`config.mk`:
```
export PLATFORM = sky130hd
export DESIGN_NAME = seq_add_slices_flat
export DESIGN_NICKNAME = d
export VERILOG_FILES = /design/src/rtl/seq_add_slices_pkg.sv /design/src/rtl/seq_add_slices_if.sv /design/src/rtl/seq_add_slices_add6_slice.sv /design/src/rtl/seq_add_slices.sv /design/src/flat_wrapper.sv
export SDC_FILE = /design/constraint.sdc
export NUM_CORES = 1
export LEC_CHECK = 0
export CORE_MARGIN = 5
export CORE_UTILIZATION = 50
export DETAILED_ROUTE_END_ITERATION = 12
export PLACE_DENSITY = 0.83
export SLEW_MARGIN = 15
export SYNTH_ARGS = -nofsm -noshare
export SYNTH_HDL_FRONTEND = slang
export SYNTH_SLANG_ARGS = --single-unit
export TNS_END_PERCENT = 30
```
`constraint.sdc`:
```
create_clock -name clk -period 4.62 [get_ports clk]
set_input_delay 0.924 -clock clk [delete_from_list [all_inputs] [get_ports clk]]
set_output_delay 0.924 -clock clk [all_outputs]
set_load 0.01 [all_outputs]
```
`src/rtl/seq_add_slices_pkg.sv`:
```
// Shared definitions for the sequential slice adder: slice width, FSM
// state encoding and the index-counter width helper.
package seq_add_slices_pkg;

    localparam int SLICE_W = 6;

    typedef enum logic {
        IDLE = 1'b0,
        RUN  = 1'b1
    } state_t;

    // Width of the slice index counter: clog2(words), never below 1 bit.
    function automatic int idx_width(input int words);
        return (words <= 1) ? 1 : $clog2(words);
    endfunction

endpackage

```
`src/rtl/seq_add_slices_if.sv`:
```
// Request/result bundle for seq_add_slices.
// With SEQ_ADD_SLICES_SUB_EN defined, a Sub request bit is added.
interface seq_add_slices_if
    import seq_add_slices_pkg::*;
#(
    parameter int WORDS = 2
);
    localparam int W = SLICE_W * WORDS;

    logic         start;
`ifdef SEQ_ADD_SLICES_SUB_EN
    logic         Sub;
`endif
    logic [W-1:0] Ain;
    logic [W-1:0] Bin;
    logic         Ci;
    logic         busy;
    logic         done;
    logic [W-1:0] Sout;
    logic         Co;
    logic         Ovf;

    // Requester side: issues operands, observes status and result.
    modport master (
        output start,
`ifdef SEQ_ADD_SLICES_SUB_EN
        output Sub,
`endif
        output Ain, Bin, Ci,
        input  busy, done, Sout, Co, Ovf
    );

    // Adder side.
    modport slave (
        input  start,
`ifdef SEQ_ADD_SLICES_SUB_EN
        input  Sub,
`endif
        input  Ain, Bin, Ci,
        output busy, done, Sout, Co, Ovf
    );

endinterface

```
`src/rtl/seq_add_slices_add6_slice.sv`:
```
// Combinational 6-bit ripple-carry adder built from per-bit full adders.
// C4 is the carry into the top bit, used upstream for overflow detection.
module add6_slice
    import seq_add_slices_pkg::*;
(
    input  logic [SLICE_W-1:0] A,
    input  logic [SLICE_W-1:0] B,
    input  logic               Cin,
    output logic [SLICE_W-1:0] S,
    output logic               Cout,
    output logic               C4
);

    logic [SLICE_W:0] carry;

    assign carry[0] = Cin;

    // One full adder per bit, rippling the carry upward.
    generate
        for (genvar gi = 0; gi < SLICE_W; gi++) begin : g_fa
            assign S[gi]         = A[gi] ^ B[gi] ^ carry[gi];
            assign carry[gi + 1] = (A[gi] & B[gi]) | (carry[gi] & (A[gi] ^ B[gi]));
        end
    endgenerate

    assign C4   = carry[SLICE_W-1];
    assign Cout = carry[SLICE_W];

endmodule

```
`src/rtl/seq_add_slices.sv`:
```
// Multi-cycle wide adder: adds two (6*WORDS)-bit operands one 6-bit slice
// per clock, LSB slice first, through a single add6_slice, with the carry
// between slices held in a register.
// Optional build macro: SEQ_ADD_SLICES_SUB_EN adds a Sub request bit that
// turns the operation into Ain - Bin (Bin inverted, carry-in forced to 1).
module seq_add_slices
    import seq_add_slices_pkg::*;
#(
    parameter int WORDS = 2
)(
    input  logic                clk,
    input  logic                rst,
    seq_add_slices_if.slave     bus
);

    localparam int                W        = SLICE_W * WORDS;
    localparam int                IDX_W    = idx_width(WORDS);
    localparam logic [IDX_W-1:0]  LAST_IDX = IDX_W'(WORDS - 1);

    state_t             state_reg, state_next;
    logic [W-1:0]       a_reg, b_reg;
    logic [W-1:0]       psum_reg, psum_next;
    logic [W-1:0]       sout_reg;
    logic [IDX_W-1:0]   idx_reg;
    logic               carry_reg;
    logic               co_reg, ovf_reg, done_reg;

    logic               accept, last_slice;
    logic [W-1:0]       b_latch;
    logic               c0_latch;

    logic [SLICE_W-1:0] cur_a, cur_b, slice_sum;
    logic               slice_cout, slice_c4;

    // Operand B and carry-in as they are captured on an accepted start.
`ifdef SEQ_ADD_SLICES_SUB_EN
    assign b_latch  = bus.Sub ? ~bus.Bin : bus.Bin;
    assign c0_latch = bus.Sub | bus.Ci;
`else
    assign b_latch  = bus.Bin;
    assign c0_latch = bus.Ci;
`endif

    // Select the operand slice addressed by the index counter.
    always_comb begin
        cur_a = '0;
        cur_b = '0;
        for (int i = 0; i < WORDS; i++) begin
            if (idx_reg == IDX_W'(i)) begin
                cur_a = a_reg[i*SLICE_W +: SLICE_W];
                cur_b = b_reg[i*SLICE_W +: SLICE_W];
            end
        end
    end

    add6_slice u_slice (
        .A    (cur_a),
        .B    (cur_b),
        .Cin  (carry_reg),
        .S    (slice_sum),
        .Cout (slice_cout),
        .C4   (slice_c4)
    );

    // Partial sum with the current slice result merged into its position.
    generate
        for (genvar gi = 0; gi < WORDS; gi++) begin : g_psum
            assign psum_next[gi*SLICE_W +: SLICE_W] =
                (idx_reg == IDX_W'(gi)) ? slice_sum : psum_reg[gi*SLICE_W +: SLICE_W];
        end
    endgenerate

    // FSM state register.
    always_ff @(posedge clk) begin
        if (rst) begin
            state_reg <= IDLE;
        end else begin
            state_reg <= state_next;
        end
    end

    // FSM next state: accept start only when idle, finish on the last slice.
    always_comb begin
        state_next = state_reg;
        accept     = 1'b0;
        last_slice = 1'b0;
        case (state_reg)
            IDLE: begin
                if (bus.start) begin
                    accept     = 1'b1;
                    state_next = RUN;
                end
            end
            RUN: begin
                if (idx_reg == LAST_IDX) begin
                    last_slice = 1'b1;
                    state_next = IDLE;
                end
            end
            default: state_next = IDLE;
        endcase
    end

    // Datapath: capture operands, step one slice per clock, publish result.
    always_ff @(posedge clk) begin
        if (rst) begin
            a_reg     <= '0;
            b_reg     <= '0;
            psum_reg  <= '0;
            sout_reg  <= '0;
            idx_reg   <= '0;
            carry_reg <= 1'b0;
            co_reg    <= 1'b0;
            ovf_reg   <= 1'b0;
            done_reg  <= 1'b0;
        end else begin
            done_reg <= last_slice;
            if (accept) begin
                a_reg     <= bus.Ain;
                b_reg     <= b_latch;
                carry_reg <= c0_latch;
                psum_reg  <= '0;
                idx_reg   <= '0;
            end else if (state_reg == RUN) begin
                psum_reg  <= psum_next;
                carry_reg <= slice_cout;
                idx_reg   <= idx_reg + 1'b1;
                if (last_slice) begin
                    sout_reg <= psum_next;
                    co_reg   <= slice_cout;
                    ovf_reg  <= slice_c4 ^ slice_cout;
                    idx_reg  <= '0;
                end
            end
        end
    end

    assign bus.busy = (state_reg == RUN);
    assign bus.done = done_reg;
    assign bus.Sout = sout_reg;
    assign bus.Co   = co_reg;
    assign bus.Ovf  = ovf_reg;

endmodule

```
`src/flat_wrapper.sv`:
```
// flat-port wrapper written by rule: the top's interface ports become plain ports
module seq_add_slices_flat import seq_add_slices_pkg::*;
#(
    parameter int WORDS = 2
)
  (clk, rst, bus_start, bus_Ain, bus_Bin, bus_Ci, bus_busy, bus_done, bus_Sout, bus_Co, bus_Ovf);
  seq_add_slices_if #(.WORDS(WORDS)) bus_i ();
  input  logic clk;
  input  logic rst;
  input wire logic [$bits(bus_i.start)-1:0] bus_start;
  input wire logic [$bits(bus_i.Ain)-1:0] bus_Ain;
  input wire logic [$bits(bus_i.Bin)-1:0] bus_Bin;
  input wire logic [$bits(bus_i.Ci)-1:0] bus_Ci;
  output wire logic [$bits(bus_i.busy)-1:0] bus_busy;
  output wire logic [$bits(bus_i.done)-1:0] bus_done;
  output wire logic [$bits(bus_i.Sout)-1:0] bus_Sout;
  output wire logic [$bits(bus_i.Co)-1:0] bus_Co;
  output wire logic [$bits(bus_i.Ovf)-1:0] bus_Ovf;
  assign bus_i.start = bus_start;
  assign bus_i.Ain = bus_Ain;
  assign bus_i.Bin = bus_Bin;
  assign bus_i.Ci = bus_Ci;
  assign bus_busy = bus_i.busy;
  assign bus_done = bus_i.done;
  assign bus_Sout = bus_i.Sout;
  assign bus_Co = bus_i.Co;
  assign bus_Ovf = bus_i.Ovf;
  seq_add_slices #(.WORDS(WORDS)) u_core (.clk(clk), .rst(rst), .bus(bus_i));
endmodule
```
-- After elaboration in Yosys (flattened, before gate mapping)
Cells that the tools add are included.
- bitwise gates (word level): 33
- $add $sub $neg: 1
- reductions and logical operators: 3
- muxes and demuxes: 13
- operators with widths (cell ; number):
    $mux W6 ; 4
    $xor A1 B1 Y1 ; 13
    $and A1 B1 Y1 ; 12
    $mux W1 ; 8
    $or A1 B1 Y1 ; 6
    $reduce_and A3 Y1 ; 1
    $not A1 Y1 ; 2
    $pmux W1 S2 ; 1
    $reduce_bool A2 Y1 ; 1
    $reduce_or A2 Y1 ; 1
    $add A1 B1 Y1 const B ; 1
- logic and storage cells: 60
- register bits: 54
- bits of input ports: 28
- output and inout bits: 16

-- Depth between registers and ports, before layout
- word-level depth: 16
- gate-level depth with buffers: 15
- mapped depth without buffers: 13

-- Modules after synthesis
A second synthesis with hierarchy kept.
- cell total of the unflattened synthesis: 245
- area, all modules: 2153.3 um^2
- by module, submodules not included (module ; sequential area each (um^2) ; area each (um^2) ; cells each ; instances):
    seq_add_slices ; 960.9 ; 1995.7 ; 229 ; 1
    add6_slice ; 0.0 ; 157.7 ; 16 ; 1

-- Worst setup path before layout
OpenSTA, ideal clock, no wires.
- kind: register to register
- from: register u_core.idx_reg
- to: register u_core.psum_reg[5]
- required time: 4528 ps
- cell stages (with the launch flop): 15
- clock period less this slack: 3266 ps
- arrival: 3174 ps
- path slack: 1354 ps
- path buffers: 2
- cells stage by stage: dfxtp_1 buf_6 buf_2 mux2_2 fa_1 inv_1 fa_1 fa_1 fa_1 inv_1 fa_1 inv_1 fa_1 mux2_2 o32ai_1
- word-level cells in the longest chain between the ends: 14
- ends and longest elaborated chain (element ; RTL line ; RTL):
    start: declaration ; seq_add_slices.sv:24 ; logic [IDX_W-1:0] idx_reg;
    start signal: assignment ; seq_add_slices.sv:127 ; idx_reg <= idx_reg + 1'b1;
    $mux W6 ; seq_add_slices.sv:49 ; if (idx_reg == IDX_W'(i)) begin
    $xor A1 B1 Y1 ; seq_add_slices_add6_slice.sv:22 ; assign carry[gi + 1] = (A[gi] & B[gi]) | (carry[gi] & (A[gi] ^ B[gi]));
    $and A1 B1 Y1 ; seq_add_slices_add6_slice.sv:22 ;
    $or A1 B1 Y1 ; seq_add_slices_add6_slice.sv:22 ;
    $and A1 B1 Y1 ; seq_add_slices_add6_slice.sv:22 ;
    $or A1 B1 Y1 ; seq_add_slices_add6_slice.sv:22 ;
    $and A1 B1 Y1 ; seq_add_slices_add6_slice.sv:22 ;
    $or A1 B1 Y1 ; seq_add_slices_add6_slice.sv:22 ;
    $and A1 B1 Y1 ; seq_add_slices_add6_slice.sv:22 ;
    $or A1 B1 Y1 ; seq_add_slices_add6_slice.sv:22 ;
    $and A1 B1 Y1 ; seq_add_slices_add6_slice.sv:22 ;
    $or A1 B1 Y1 ; seq_add_slices_add6_slice.sv:22 ;
    $xor A1 B1 Y1 ; seq_add_slices_add6_slice.sv:21 ; assign S[gi] = A[gi] ^ B[gi] ^ carry[gi];
    $mux W6 * ; seq_add_slices.sv:69 ; (idx_reg == IDX_W'(gi)) ? slice_sum : psum_reg[gi*SLICE_W +: SLICE_W];
    end signal: assignment ; seq_add_slices.sv:125 ; psum_reg <= psum_next;
    end: declaration ; seq_add_slices.sv:22 ; logic [W-1:0] psum_reg, psum_next;
Mark *: on every way between the ends. The rest lies on a longest branch, timed or not.
A chain may end at the register's enable or synchronous reset.

-- Worst setup path in the final report
Same ends and word-level chain as after synthesis.

==> impl_results.md <==
* Run status: completed
* Cell Area, Synth at ~2100 um2
* Most frequent cells in the layout: nand2_1, dfxtp_1, clkdlybuf4s50_1, a21oi_1, mux2i_1
* Overflow after GRT at 0
* Commonest non-fill, non-tap cell in the layout: nand2_1
* Crit-path cells: buf_4 -> mux2i_1 -> fa_1 -> fa_1 -> fa_1 -> inv_1 -> fa_1 -> inv_1 -> fa_1 -> mux2_2 -> o32ai_1
* Post-DP HPWL at 2980 um
* CTS HTree Levels at 2
* Root buf cell: clkbuf_8
* Synth warn at 0
* Post-CTS setup buffers at 0
* IO buf count at 43
* Post-synthesis cell type count at 23
* Residual DRC at 0
* Final WS setup at approximately 1.1 ns
* Max cap viols at 0
* Final-report hold violation count at 0
* Ratio of cells with drive above 1 in the final layout at 0.0787
* Die area at around 5600 um2
* Register bit count reported by yosys at 48
* Mapped Avg Cell Area at roughly 9 um2
* Fin cells at between 300 and 400
* Synthesized instance count at about 230
* Largest net degree at the start of global routing at 26
* Crit path launch type: flip-flop
* Sequential area share after synthesis at 0.459
* CTS tree: yes
* Maximum vdd drop at between 0.15 and 0.2 mV
* Die X at between 70 and 80 um
* Arrival @ worst endpoint at approximately 3.7 ns
* Nets at 300
* Worst Skew at ~0.0057 ns
* # setup viols final at 0
* Area growth from synthesis to layout at 22.0%
* Post-layout min period at roughly 3.5 ns
* DRT Pass-1 Iters at 4
* Placed Cells at between 300 and 400
* Worst-Margin Slew at slightly below 0.9 ns
* Die Span Y at approximately 75 um
* Crit-path max FO at 12
* CP endpoint kind: flip-flop
* Final ANT Viol Nets at 0
* Critical Path Most Common Cell: fa_1
* Boundary Pins at 44
* Max-Slew Margin vs Limit at 0.424
* CP top delay family: adder cells
* Post-Syn Nets at 268
* DR iter-0 viols at between 80 and 90
* Crit-path max cell delay at 0.59 ns
* Via count at approximately 1600
* Power density over the cells at between 300 and 400 nW/um2
* # hold bufs at CTS at 0
* Worst path required time at a little under 5 ns
* Fin Setup TNS at 0 ns
* Core area at roughly 4000 um2
* Initial Utilization at 0.520
* Crit share post-route at 0.761
* DR vias/cell at around 5.0
* Maximum clock frequency at about 280 MHz
* Inserted Clock Buffers at 5
* Number of global-route vias before repair at 1520
* CTS Buffer Depth at 2
* Fin. max-slew vios at 0
* Wire per inst at ~13 um
* Cell with the largest stage delay on the worst path: dfxtp_1
* CTS sink cnt at 48
* # diodes at 0
* Register clock-pin slew on the reported worst setup and hold paths at ~0.08 ns
* CTS resizes at 0
* Pleak at between 0.8 and 0.9 nW
* Worst skew pair latency at 0.30 ns
* Total track usage at 0.154
* Final wirelength at approximately 4000 um
* HP Class: flip-flop to flip-flop
* Placer Congestion at approximately 0.86
* Initial antenna violation count at 0
* Crit path kind: flip-flop to flip-flop
* Crit path buf inv count at 3
* Min Hold Slack at 0.447 ns
* Placement Setup Slack at about 1.1 ns
* Global-route wire length before repair at approximately 6500 um
* Site Rows at 23
* RSZ-0062 raised after global routing: no
-- synthesized netlist by cell type --
cell type | n | area share
buf_4 | 4 | 0.014
nor2_1 | 7 | 0.013
dfxtp_1 | 48 | 0.46
nand2b_1 | 3 | 0.0090
buf_2 | 3 | 0.0072
clkbuf_1 | 5 | 0.0090
xnor2_1 | 1 | 0.0042
or2_1 | 1 | 0.0030
a211oi_2 | 1 | 0.0060
inv_1 | 8 | 0.014
nand2_1 | 68 | 0.12
and2_4 | 1 | 0.0042
buf_1 | 1 | 0.0018
nor2b_1 | 2 | 0.0060
fa_1 | 6 | 0.057
a211oi_1 | 8 | 0.029
mux2_2 | 8 | 0.043
buf_8 | 1 | 0.0072
a21oi_2 | 1 | 0.0042
o32ai_1 | 4 | 0.017
mux2i_1 | 10 | 0.048
a21oi_1 | 36 | 0.086
buf_6 | 7 | 0.038
-- cell families after synthesis --
kind of cell,count (synthesis),synth area share
flip-flops,48,0.459
AND/OR/NAND/NOR,82,0.156
XOR/XNOR,1,0.00418
multiplexers,18,0.0907
buffers and inverters,29,0.0913
adder cells (fa/ha/maj),6,0.0573
AO/OA/AOI/OAI,50,0.141
-- cell type report --
type	instances	area [um2]
Fill cell	368	1470
Inverter	8	30.0
Timing Repair Buffer	46	453
Clock inverter	2	35.0
Clock buffer	6	72.6
Tap cell	50	62.6
Multi-Input combinational cell	157	943
Sequential cell	48	961
-- final timing paths --
check / depth (start not counted) / endpoint / slack [ns] / from
max: 11 / u_core.psum_reg[5] / 1.11 / u_core.idx_reg
min: 2 / u_core.bus.Sout[1] / 0.45 / u_core.psum_reg[1]
max reg2reg: 11 / u_core.psum_reg[5] / 1.11 / u_core.idx_reg
min reg2reg: 2 / u_core.bus.Sout[1] / 0.45 / u_core.psum_reg[1]
-- stage by stage --
stage	area, um2	util	power (mW)
2_1_floorplan	2100	-	0.545
3_3_place_gp	2450	0.608	0.579
3_5_place_dp	2450	0.608	0.583
4_1_cts	2560	0.635	0.875
5_1_grt	2560	0.635	0.903
6_report	2560	0.635	0.866
-- power breakdown --
group | switching (mW) | leakage, nW | internal, mW
Combinational | 0.0574 | 0.434 | 0.0638
Clock | 0.134 | 0.0552 | 0.161
Sequential | 0.0167 | 0.392 | 0.434
Total | 0.208 | 0.881 | 0.658
-- worst reg2reg max path: cells and delay by family (launching register included) --
| kind | cells | cell delay [ns] |
|---|---|---|
| adder cells (fa/ha/maj) | 5 | 1.87 |
| flip-flops | 1 | 0.59 |
| multiplexers | 2 | 0.41 |
| AO/OA/AOI/OAI | 1 | 0.11 |
| buffers and inverters | 3 | 0.44 |
-- per-layer routing --
metal / up-vias / share of wire / global-route usage
met5: - / 0 / 0
met4: 0 / 0.017 / 0.0791
met3: 6 / 0.065 / 0.0507
met2: 40 / 0.48 / 0.258
met1: 726 / 0.44 / 0.176
li1: 826 / - / -
Note: power is estimated with default switching activity, not from simulation.
